## config.mk

```make
export PLATFORM = sky130hd
export DESIGN_NAME = barrel_shifter8_reg
export DESIGN_NICKNAME = d
export VERILOG_FILES = /design/src/rtl/barrel_pkg.sv /design/src/rtl/rot_stage.sv /design/src/rtl/barrel_shifter8_reg.sv
export SDC_FILE = /design/constraint.sdc
export NUM_CORES = 1
export LEC_CHECK = 0
export ABC_AREA = 1
export CAP_MARGIN = 20
export CORE_MARGIN = 2
export CORE_UTILIZATION = 40
export CTS_CLUSTER_DIAMETER = 200
export DETAILED_ROUTE_END_ITERATION = 10
export MAX_ROUTING_LAYER = met4
export PLACE_DENSITY_LB_ADDON = 0.2
export SLEW_MARGIN = 20
export SYNTH_ARGS = -nofsm -noshare
export SYNTH_HDL_FRONTEND = slang
export SYNTH_SLANG_ARGS = --single-unit
export TNS_END_PERCENT = 30
```

## constraint.sdc

```tcl
create_clock -name clk -period 0.8 [get_ports clk]
set_input_delay 0.16 -clock clk [delete_from_list [all_inputs] [get_ports clk]]
set_output_delay 0.16 -clock clk [all_outputs]
set_load 0.1 [all_outputs]
```

## src/rtl/barrel_pkg.sv

```systemverilog
// rtl/barrel_pkg.sv - shared widths and vector types for the 8-bit rotate datapath
package barrel_pkg;
  localparam int DATA_W  = 8;
  localparam int SHIFT_W = 3;

  typedef logic [DATA_W-1:0]  data_t;
  typedef logic [SHIFT_W-1:0] shamt_t;
endpackage

```

## src/rtl/rot_stage.sv

```systemverilog
// rtl/rot_stage.sv - one stage of the log rotate network: rotate left by K when sel is set
module rot_stage
  import barrel_pkg::*;
#(
  parameter int K = 1
) (
  input  logic [DATA_W-1:0] din,
  input  logic              sel,
  output logic [DATA_W-1:0] dout
);

  data_t rotated;

  assign rotated = {din[DATA_W-1-K:0], din[DATA_W-1:DATA_W-K]};
  assign dout    = sel ? rotated : din;

endmodule

```

## src/rtl/barrel_shifter8_reg.sv

```systemverilog
// rtl/barrel_shifter8_reg.sv - registered 8-bit left rotate by a 3-bit amount, scalar bit ports
module barrel_shifter8_reg
  import barrel_pkg::*;
(
  input  logic clk,
  input  logic rst,
  input  logic A0,
  input  logic A1,
  input  logic A2,
  input  logic A3,
  input  logic A4,
  input  logic A5,
  input  logic A6,
  input  logic A7,
  input  logic S0,
  input  logic S1,
  input  logic S2,
  output logic Vout0,
  output logic Vout1,
  output logic Vout2,
  output logic Vout3,
  output logic Vout4,
  output logic Vout5,
  output logic Vout6,
  output logic Vout7
);

  data_t  a_vec;
  shamt_t s_vec;
  data_t  st0_out;
  data_t  st1_out;
  data_t  st2_out;
  data_t  v_d;
  data_t  v_q;

  assign a_vec = {A7, A6, A5, A4, A3, A2, A1, A0};
  assign s_vec = {S2, S1, S0};

  // Distances 1, 2, 4 each gated by one amount bit sum to any rotate 0..7.
  rot_stage #(.K(1)) u_stage0 (.din(a_vec),   .sel(s_vec[0]), .dout(st0_out));
  rot_stage #(.K(2)) u_stage1 (.din(st0_out), .sel(s_vec[1]), .dout(st1_out));
  rot_stage #(.K(4)) u_stage2 (.din(st1_out), .sel(s_vec[2]), .dout(st2_out));

  always_comb begin
    v_d = st2_out;
  end

  always_ff @(posedge clk or posedge rst) begin
    if (rst) begin
      v_q <= '0;
    end else begin
      v_q <= v_d;
    end
  end

  assign Vout0 = v_q[0];
  assign Vout1 = v_q[1];
  assign Vout2 = v_q[2];
  assign Vout3 = v_q[3];
  assign Vout4 = v_q[4];
  assign Vout5 = v_q[5];
  assign Vout6 = v_q[6];
  assign Vout7 = v_q[7];

endmodule

```

======== Yosys cells after proc, flatten, opt, wreduce, memory -nomap -nowiden ========
Index checks and enable logic that the tools add are counted.
storage, ports and cells
  register bits ........................... 8
  bits of input ports ..................... 13
  output and inout bits ................... 8
cells by class
  multiplexer cells ....................... 3
operator list
  kind              number
  8-bit 2-to-1 mux  3

======== Longest topological paths before layout ========
Gate-level depths: netlist of the first run.
  depth after elaboration ................. 3
  depth in mapped cells ................... 6
  depth with buffers taken out ............ 5

======== Cells and area by module ========
Synthesis of the first run repeated with hierarchy kept, for this count alone.
unflattened totals
  cell total of the unflattened synthesis .. 87
  area, all modules ....................... 519.2 um2
by module, submodules not included
  module               times used  cells each  area an instance (um2)
  rot_stage            3           26          105.1
  barrel_shifter8_reg  1           9           203.9

======== Worst setup path after synthesis of the first run ========
OpenSTA, ideal clock, no wires.
  path type ............................... reg-to-output
  start ................................... register v_q[0]
  end ..................................... output port Vout0
  arrival ................................. 0.883 ns
  data required time ...................... 0.640 ns
  setup slack ............................. -0.243 ns
  cell stages (with the launch flop) ...... 1
  cell sequence ........................... dfrtp_1
RTL lines
  element                   line                       source
  start: declaration        barrel_shifter8_reg.sv:34  data_t v_q;
  start signal: assignment  barrel_shifter8_reg.sv:52  v_q <= v_d;
  end: declaration          barrel_shifter8_reg.sv:18  output logic Vout0,
No word-level cell between the ends.

======== Worst setup path after layout of the first run ========
  start ................................... register v_q[0]
  end ..................................... output port Vout0
No word-level cell between the ends.

==> results of run 1 <==
[final cells by class]
cell class / count / area (µm²)
Multi-Input combinational cell: 56 / 328
Sequential cell: 8 / 215
Clock buffer: 3 / 22.5
Inverter: 4 / 27.5
Timing Repair Buffer: 25 / 318
Tap cell: 15 / 18.8
Fill cell: 109 / 355
[routing by layer]
metal	vias up	routed length [µm]
met5	-	0
met4	0	37
met3	8	71
met2	30	780
met1	273	494
li1	290	-
[cells by family after synthesis]
| group | after synthesis | share of synthesized area, % |
|---|---|---|
| AND/OR/NAND/NOR | 56 | 53.7 |
| buffers and inverters | 7 | 9.26 |
| flip-flops | 8 | 37.0 |
[cell usage in the layout (no fill, tap or decap), types with 2 or more instances in the layout]
cell	count
nand3_1	23
nand2_2	13
nand2_1	11
nand3_2	9
dlygate4sd2_1	8
buf_12	8
dfrtp_2	6
clkbuf_4	3
inv_1	2
buf_4	2
dlymetal6s2s_1	2
clkdlybuf4s50_1	2
buf_6	2
dfrtp_4	2
[synthesized netlist by cell type]
cell	number	area (µm²)
nand3_1	28	140
nand2_1	16	60.1
dfrtp_1	8	200
nand2_2	8	50.1
nand3_2	4	40.0
buf_6	2	22.5
inv_1	2	7.51
buf_2	1	5.00
inv_2	1	3.75
inv_8	1	11.3
[power groups by stage]
stage / logic (mW) / clock network [mW] / registers (mW)
4_1_cts: 0.806 / 0.301 / 0.501
5_1_grt: 0.861 / 0.317 / 0.504
6_report: 0.819 / 0.285 / 0.500
2_1_floorplan: 0.174 / 0 / 0.818
3_3_place_gp: 0.789 / 0 / 0.506
3_5_place_dp: 0.795 / 0 / 0.508
[worst paths after layout]
kind / from / endpoint / slack, ns / cells after the start
max: v_q[0]$_DFF_PP0_ / Vout0 / -0.25 / 1
min: rst / v_q[0]$_DFF_PP0_ / 0.15 / 2
max in group asynchronous: rst / v_q[1]$_DFF_PP0_ / 0.40 / 2
min in group clk: A0 / v_q[6]$_DFF_PP0_ / 0.36 / 5
[through the flow]
step / utilization [%] / setup TNS, ns
2_1_floorplan: - / -0.0339
3_3_place_gp: 66.1 / -3.51
3_5_place_dp: 66.1 / -3.69
4_1_cts: 70.6 / -1.64
5_1_grt: 72.3 / -1.99
6_report: 72.3 / -1.56
[what timing repair did]
action,4_1_cts,5_1_grt
resized for setup,19,6
gates cloned,2,0
pin swaps,3,2
setup endpoints to repair,16,16
==> results by group, run 1 <==
Worst setup path
  • CP Launch Type: flip-flop
  • Largest incremental delay on the critical path: 0.48 ns
  • List of cells traversed by the critical path: buf_12
  • Category of the worst setup path capture point: output pin
  • Kind of critical path: flip-flop to output pin
  • Required time of the worst setup path: 0.64 ns
  • Data arrival time of the worst path: 0.89 ns
  • Cell type of the slowest stage on the worst timing path: dfrtp_4
  • Largest fanout of any net on the critical path: 1
  • Bufs and invs on worst path: 1
  • Dominant delay contributor by cell family on the critical path: flip-flops

Yosys
  • Syn_nets: 84
  • Post-synthesis cell type count: 10
  • Yosys synthesis warning count: 0
  • Post-synthesis instance total: 71
  • Post-synth design cell area: 541 µm²
  • Register area share after synthesis: 37.0%
  • Post-synthesis sequential element count: 8
  • Mean post-synth cell area: 7.61 µm²

Global routing
  • Pin count of the biggest net entering global routing: 9
  • Vias in the first global route: 521
  • Antenna violations before repair: 0
  • GR Util All Layers: 20.5%
  • Global Route met1 Usage: 22.9%
  • Met2 track utilization from global routing: 31.7%
  • Met3 GRT Util: 2.17%
  • Total gr overflow: 0
  • Most utilized layer in the global route result: met2
  • Wire length of the first global-routing pass: 2.13 mm

Placed design
  • Count of input and output buffers: 20
  • Post-Place Cells: 106
  • DP Area: 850 µm²
  • Placement Setup Slack: -0.484 ns
  • Detailed Place HPWL: 957 µm
  • Routability-driven placement congestion ratio: 0.807

Power
  • Internal power: 0.931 mW
  • Sw Pwr: 0.672 mW
  • Combinational share of power: 51.1%
  • Clock network fraction of total power: 17.8%
  • Ratio of total power to cell area: 1720 mW/mm²
  • VDD IR max: 0.000842 V
  • Seq pwr share: 31.2%
  • Power consumption: 1.60 mW
  • Static Leak: 0.458 nW
  • Switch share: 41.9%

STA
  • Count of pins over their slew limit: 0
  • Total count of hold-check failures in the final report: 0
  • Worst hold slack across all endpoints: 0.154 ns
  • RSZ-0062 raised after global routing: yes
  • Crit path setup slack, layout: -0.250 ns
  • Tightest Pin Transition: 0.280 ns
  • Relative max-transition margin: 81.3%
  • Setup violations, final: 9
  • Highest clock rate: 952 MHz
  • Fin crit share: 131%
  • Minimum clock period: 1.05 ns

Cells and area
  • Largest register by flop count: v_q
  • Non-filler instance count after layout: 111
  • Final instance area: 930 µm²
  • Final nets: 111
  • Max reg flops: 8
  • Antenna diode count: 0
  • Ratio of cells with drive above 1 in the final layout: 50.0%
  • Area added between synthesis and finish: 72.0%
  • Top flop regs: v_q (8)

Run status
  • Failing checks: negative setup slack
  • Run status: finished with violations

Routing
  • Vias/cell: 5.41
  • Total wirelength of the detailed-routed design: 1.38 mm
  • Drt initial violations: 15
  • DRT antenna net count: 0
  • DRC violation count after routing: 0
  • Detailed-route via count: 601
  • 1st-pass router iterations: 6
  • Average wire length per cell after detail routing: 12.5 µm

Clock network
  • CTS tree: done
  • Clock sink total: 8
  • Number of H-tree branching levels: 1
  • Setup Buffers After CTS: 0
  • CTS Hold Bufs: 0
  • Cell chosen for the clock root: clkbuf_4
  • Number of buffers created by CTS: 3
  • Number of buffers on the longest clock path: 2
  • Clock transition at path regs: 0.05 ns

Floorplanning
  • Number of top-level design ports: 21
  • Initial cell density of the core: 42.1%
  • Total core area: 0.00128 mm²
  • Full die area: 0.00166 mm²
  • Die height: 40.8 µm
  • Horizontal die dimension: 40.8 µm
  • Row count: 13

Run
  • Max-cap violations: 0

Min path
  • Classification of the worst-slack hold path: input pin to asynchronous set/reset pin
(Power assumes the default switching activity.)
==> run 2: changes to the inputs <==
- TNS_END_PERCENT: 30 -> not set
==> run 2 against run 1 <==
Compared with the run above: the run still ends with negative setup slack left; sequential power is 3% higher; utilization is 0.39 points higher; critical path type unchanged; hold slack better by 0.0025 ns; critical path depth stayed put; routed wire length is 11% lower.
==> results by group, run 2 (synthesis gave the netlist of run 1 again) <==
Run status
  • Run status: finished with violations
  • Failing checks: negative setup slack

Worst setup path
  • Kind of critical path: flip-flop to output pin
  • CP Launch Type: flip-flop
  • End point of the critical path: Vout1
  • Crit. Startpoint: v_q[1]$_DFF_PP0_
  • Bufs and invs on worst path: 1 (unchanged)
  • Dominant delay contributor by cell family on the critical path: flip-flops
  • Data arrival time of the worst path: 0.89 ns (about the same)
  • Critical Path Stages: 1 (unchanged)
  • Required time of the worst setup path: 0.64 ns (about the same)
  • List of cells traversed by the critical path: buf_12
  • Largest fanout of any net on the critical path: 1 (unchanged)
  • Cell type of the slowest stage on the worst timing path: dfrtp_4
  • Category of the worst setup path capture point: output pin
  • Largest incremental delay on the critical path: 0.48 ns (about the same)

Cells and area
  • Largest register by flop count: v_q
  • Most frequent cells in the layout: nand3_1 (25), nand2_1 (13), nand2_2 (11), buf_12 (8), dfrtp_4 (8)
  • Final nets: 111 (unchanged)
  • Ratio of cells with drive above 1 in the final layout: 46.9% (-3.1 points)
  • Top flop regs: v_q (8)
  • Max reg flops: 8 (unchanged)
  • Final core utilization: 72.7% (+0.39 points)
  • Area added between synthesis and finish: 72.9%
  • Antenna diode count: 0 (unchanged)
  • Leading cell type in the layout, fill and taps excluded: nand3_1

Routing
  • Vias/cell: 5.28 (-2.5%)
  • DRC violation count after routing: 0 (unchanged)
  • 1st-pass router iterations: 4 (-2)
  • Drt initial violations: 11 (-4)
  • Detailed-route via count: 586 (-2.5%)
  • Total wirelength of the detailed-routed design: 1.24 mm (-11%)
  • Average wire length per cell after detail routing: 11.1 µm (-11%)
  • DRT antenna net count: 0 (unchanged)

Clock network
  • Number of buffers on the longest clock path: 2 (unchanged)
  • Clock transition at path regs: 0.05 ns (about the same)
  • CTS tree: done
  • Clock sink total: 8 (unchanged)
  • Cell chosen for the clock root: clkbuf_4
  • Number of buffers created by CTS: 3 (unchanged)
  • Number of H-tree branching levels: 1 (unchanged)

Global routing
  • Wire length of the first global-routing pass: 2.10 mm (-1.3%)
  • Total gr overflow: 0 (unchanged)
  • Pin count of the biggest net entering global routing: 9 (unchanged)
  • Vias in the first global route: 543 (+4.2%)
  • Antenna violations before repair: 0 (unchanged)
  • GR Util All Layers: 20.3% (-0.26 points)

Floorplanning
  • Initial cell density of the core: 42.1% (unchanged)
  • Row count: 13 (unchanged)
  • Number of top-level design ports: 21 (unchanged)
  • Die height: 40.8 µm (unchanged)
  • Horizontal die dimension: 40.8 µm (unchanged)
  • Full die area: 0.00166 mm² (unchanged)
  • Total core area: 0.00128 mm² (unchanged)

Power
  • Ratio of total power to cell area: 1710 mW/mm² (-0.58%)
  • Static Leak: 0.461 nW (+0.66%)
  • VDD IR max: 0.000707 V (-16%)

STA
  • Crit path setup slack, layout: -0.247 ns (+0.00309 ns)
  • Relative max-transition margin: 81.6% (+0.31 points)
  • Fin crit share: 131% (-0.39 points)
  • Highest clock rate: 955 MHz (+0.30%)
  • Total count of hold-check failures in the final report: 0 (unchanged)
  • RSZ-0062 raised after global routing: yes
  • Worst hold slack across all endpoints: 0.156 ns (+0.00246 ns)
  • Minimum clock period: 1.05 ns (-0.00309 ns)
  • Count of pins over their slew limit: 0 (unchanged)
  • Tightest Pin Transition: 0.275 ns (-0.00457 ns)
  • Setup violations, final: 8 (-1)

Placed design
  • Routability-driven placement congestion ratio: 0.838 (+3.8%)
  • Count of input and output buffers: 20 (unchanged)
  • Detailed Place HPWL: 965 µm (+0.93%)

Run
  • Max-cap violations: 0 (unchanged)

Min path
  • Classification of the worst-slack hold path: input pin to asynchronous set/reset pin
==> run 2: cell count changes in the layout (fill, tap and decap cells not counted), moves of 2 or more <==
cell     change
dfrtp_2      -6
nand2_2      -2
nand2_1      +2
buf_4        -2
dfrtp_4      +6
nand3_2      -2
nand3_1      +2
==> run 2: where the power goes <==
part | leakage [nW] | internal (mW) | total, mW | switching, mW
clock network | 0.0138 | 0.170 | 0.279 | 0.109
logic | 0.360 | 0.295 | 0.808 | 0.514
registers | 0.0872 | 0.479 | 0.515 | 0.0359
==> run 2: area by class of cell <==
type / instances / area (µm²)
clock buffers: 3 / 22.5
fillers: 99 / 350
multi-input cells: 56 / 313
well taps: 15 / 18.8
flip-flops and latches: 8 / 230
repair buffers: 25 / 323
inverters: 4 / 27.5
==> run 2: what timing repair did <==
| item | in CTS | in global routing |
|---|---|---|
| pin swaps | 4 | 0 |
| hold buffers | 0 | 0 |
| gates resized for setup | 18 | 6 |
| setup endpoints to repair | 16 | 16 |
| cloned | 2 | 0 |
| setup buffers | 0 | 0 |
==> run 2: through the flow <==
stage	worst slack [ns]	cell area [µm²]	std cells	power, mW	TNS [ns]
after floorplan	0.0478	571	71	1.01	0
after global placement	-0.453	865	106	1.31	-3.50
after detailed placement	-0.480	865	106	1.32	-3.66
after CTS	-0.258	922	111	1.61	-2.00
after global routing	-0.275	935	111	1.69	-2.16
final	-0.247	935	111	1.60	-1.94
==> run 2: layer usage <==
| layer | GRT usage, % | vias up | share of wire [%] |
|---|---|---|---|
| met5 | - | - | 0 |
| met1 | 20.5 | 272 | 36 |
| met4 | 15.0 | 0 | 0.65 |
| met3 | 2.17 | 2 | 4.0 |
| li1 | - | 293 | - |
| met2 | 35.7 | 19 | 60 |
==> run 2: how the worst min path moves through the flow <==
stage | end | depth (start not counted)
after floorplan | v_q[0]$_DFF_PP0_ | 1
after global placement | v_q[6]$_DFF_PP0_ | 2
after detailed placement | v_q[2]$_DFF_PP0_ | 2
after CTS | v_q[2]$_DFF_PP0_ | 2
after global routing | v_q[2]$_DFF_PP0_ | 2
final | v_q[2]$_DFF_PP0_ | 2
==> run 3: changes to the inputs <==
--- a/constraint.sdc
+++ b/constraint.sdc
@@ -3,2 +3,2 @@
 set_output_delay 0.16 -clock clk [all_outputs]
-set_load 0.1 [all_outputs]
+set_load 0.005 [all_outputs]
==> run 3 against run 2 <==
Compared with the run above: the run still ends with negative setup slack left; critical path depth stayed put; sequential power decreased by 11%; global-route usage decreased by 4.0 points; clock power is 3% higher; flip-flop and latch count is the same; largest cell class is now multi-input gates; die area unchanged; count of clock-buffer cells in the layout stayed put; combinational power decreased by 57%; highest routed layer unchanged.
==> results by group, run 3 (synthesis gave the netlist of run 1 again) <==
STA
  • Worst hold slack across all endpoints: 0.153 ns (-0.00346 ns)
  • Crit path setup slack, layout: -0.0710 ns (+0.176 ns)
  • Final setup TNS: -0.548 ns (+1.39 ns)
  • RSZ-0062 raised after global routing: yes
  • Count of pins over their slew limit: 0 (unchanged)
  • Total count of hold-check failures in the final report: 0 (unchanged)
  • Tightest Pin Transition: 0.278 ns (+0.00267 ns)
  • Setup violations, final: 8 (unchanged)
  • Highest clock rate: 1150 MHz (+20%)
  • Relative max-transition margin: 81.5% (-0.18 points)
  • Fin crit share: 109% (-22 points)
  • Minimum clock period: 0.871 ns (-0.176 ns)

Routing
  • 1st-pass router iterations: 4 (unchanged)
  • DRT antenna net count: 0 (unchanged)
  • Drt initial violations: 11 (unchanged)
  • DRC violation count after routing: 0 (unchanged)
  • Vias/cell: 5.32 (+0.68%)
  • Total wirelength of the detailed-routed design: 1.29 mm (+4.6%)
  • Detailed-route via count: 590 (+0.68%)
  • Average wire length per cell after detail routing: 11.7 µm (+4.6%)

Global routing
  • GR Util All Layers: 16.3% (-4.0 points)
  • Antenna violations before repair: 0 (unchanged)
  • Total gr overflow: 0 (unchanged)
  • Pin count of the biggest net entering global routing: 10 (+1)
  • Vias in the first global route: 442 (-19%)
  • Wire length of the first global-routing pass: 1.72 mm (-18%)

Clock network
  • Clock sink total: 8 (unchanged)
  • CTS Hold Bufs: 0 (unchanged)
  • CTS tree: done
  • Number of H-tree branching levels: 1 (unchanged)
  • Clock transition at path regs: 0.05 ns (about the same)
  • Number of buffers on the longest clock path: 2 (unchanged)
  • Number of buffers created by CTS: 3 (unchanged)
  • Cell chosen for the clock root: clkbuf_4

Worst setup path
  • Dominant delay contributor by cell family on the critical path: flip-flops
  • Largest incremental delay on the critical path: 0.35 ns (-0.13 ns)
  • Cell type of the slowest stage on the worst timing path: dfrtp_1
  • Largest fanout of any net on the critical path: 1 (unchanged)
  • Category of the worst setup path capture point: output pin
  • Kind of critical path: flip-flop to output pin
  • CP Launch Type: flip-flop
  • Bufs and invs on worst path: 1 (unchanged)
  • Data arrival time of the worst path: 0.71 ns (-0.18 ns)
  • List of cells traversed by the critical path: buf_2
  • Required time of the worst setup path: 0.64 ns (about the same)

Floorplanning
  • Die height: 40.8 µm (unchanged)
  • Row count: 13 (unchanged)
  • Initial cell density of the core: 42.1% (unchanged)
  • Total core area: 0.00128 mm² (unchanged)
  • Number of top-level design ports: 21 (unchanged)
  • Full die area: 0.00166 mm² (unchanged)
  • Horizontal die dimension: 40.8 µm (unchanged)

Cells and area
  • Non-filler instance count after layout: 111 (unchanged)
  • Antenna diode count: 0 (unchanged)
  • Final instance area: 810 µm² (-13%)
  • Max reg flops: 8 (unchanged)
  • Area added between synthesis and finish: 49.8%
  • Most frequent cells in the layout: nand3_1 (26), nand2_1 (14), nand2_2 (10), buf_2 (8), dfrtp_1 (8)
  • Top flop regs: v_q (8)
  • Final nets: 111 (unchanged)
  • Leading cell type in the layout, fill and taps excluded: nand3_1
  • Ratio of cells with drive above 1 in the final layout: 37.5% (-9.4 points)
  • Largest register by flop count: v_q

Placed design
  • Detailed Place HPWL: 931 µm (-3.6%)
  • Post-Place Cells: 107 (+0.94%)
  • DP Area: 774 µm² (-10%)
  • Count of input and output buffers: 20 (unchanged)
  • Routability-driven placement congestion ratio: 0.865 (+3.3%)

Run status
  • Failing checks: negative setup slack
  • Run status: finished with violations

Run
  • Max-cap violations: 0 (unchanged)

Power
  • Static Leak: 0.461 nW (about the same)
  • Ratio of total power to cell area: 1350 mW/mm² (-21%)
  • VDD IR max: 0.000555 V (-21%)
  • Power consumption: 1.09 mW (-32%)

Min path
  • Classification of the worst-slack hold path: input pin to asynchronous set/reset pin
==> run 3: cell type report <==
class | count | area (µm²)
fillers | 128 | 475
flip-flops and latches | 8 | 200
inverters | 4 | 22.5
well taps | 15 | 18.8
multi-input cells | 56 | 305
repair buffers | 25 | 240
clock buffers | 3 | 22.5
==> run 3: final timing paths <==
kind                             startpoint  cells after the start                to
max in group asynchronous               rst                      2  v_q[4]$_DFF_PP0_
min                                     rst                      2  v_q[7]$_DFF_PP0_
max                        v_q[1]$_DFF_PP0_                      1             Vout1
min in group clk                         S2                      4  v_q[4]$_DFF_PP0_
==> run 3: where the power goes <==
part | internal (mW) | switching [mW]
sequential | 0.449 | 0.00736
combinational | 0.165 | 0.181
clock | 0.170 | 0.117
==> run 3: per-stage QoR <==
step                      setup WS (ns)  util (%)
after global routing             -0.102      63.0
after global placement           -0.458      60.3
after CTS                       -0.0865      58.9
after floorplan                   0.103         -
final                           -0.0710      63.0
after detailed placement         -0.472      60.3
==> run 3: layer usage <==
metal,wire [µm],up-vias,global-route usage (%)
met1,505,262,19.4
li1,-,290,-
met2,664,32,24.2
met3,88,6,1.63
met5,0,-,-
met4,35,0,14.2
==> run 3: timing repair <==
action                                  in CTS  in global routing
pin swaps                                    5                  5
cloned                                       0                  1
gates resized for setup                     38                 13
endpoints found under the setup margin      16                 16
setup buffers                                0                  0
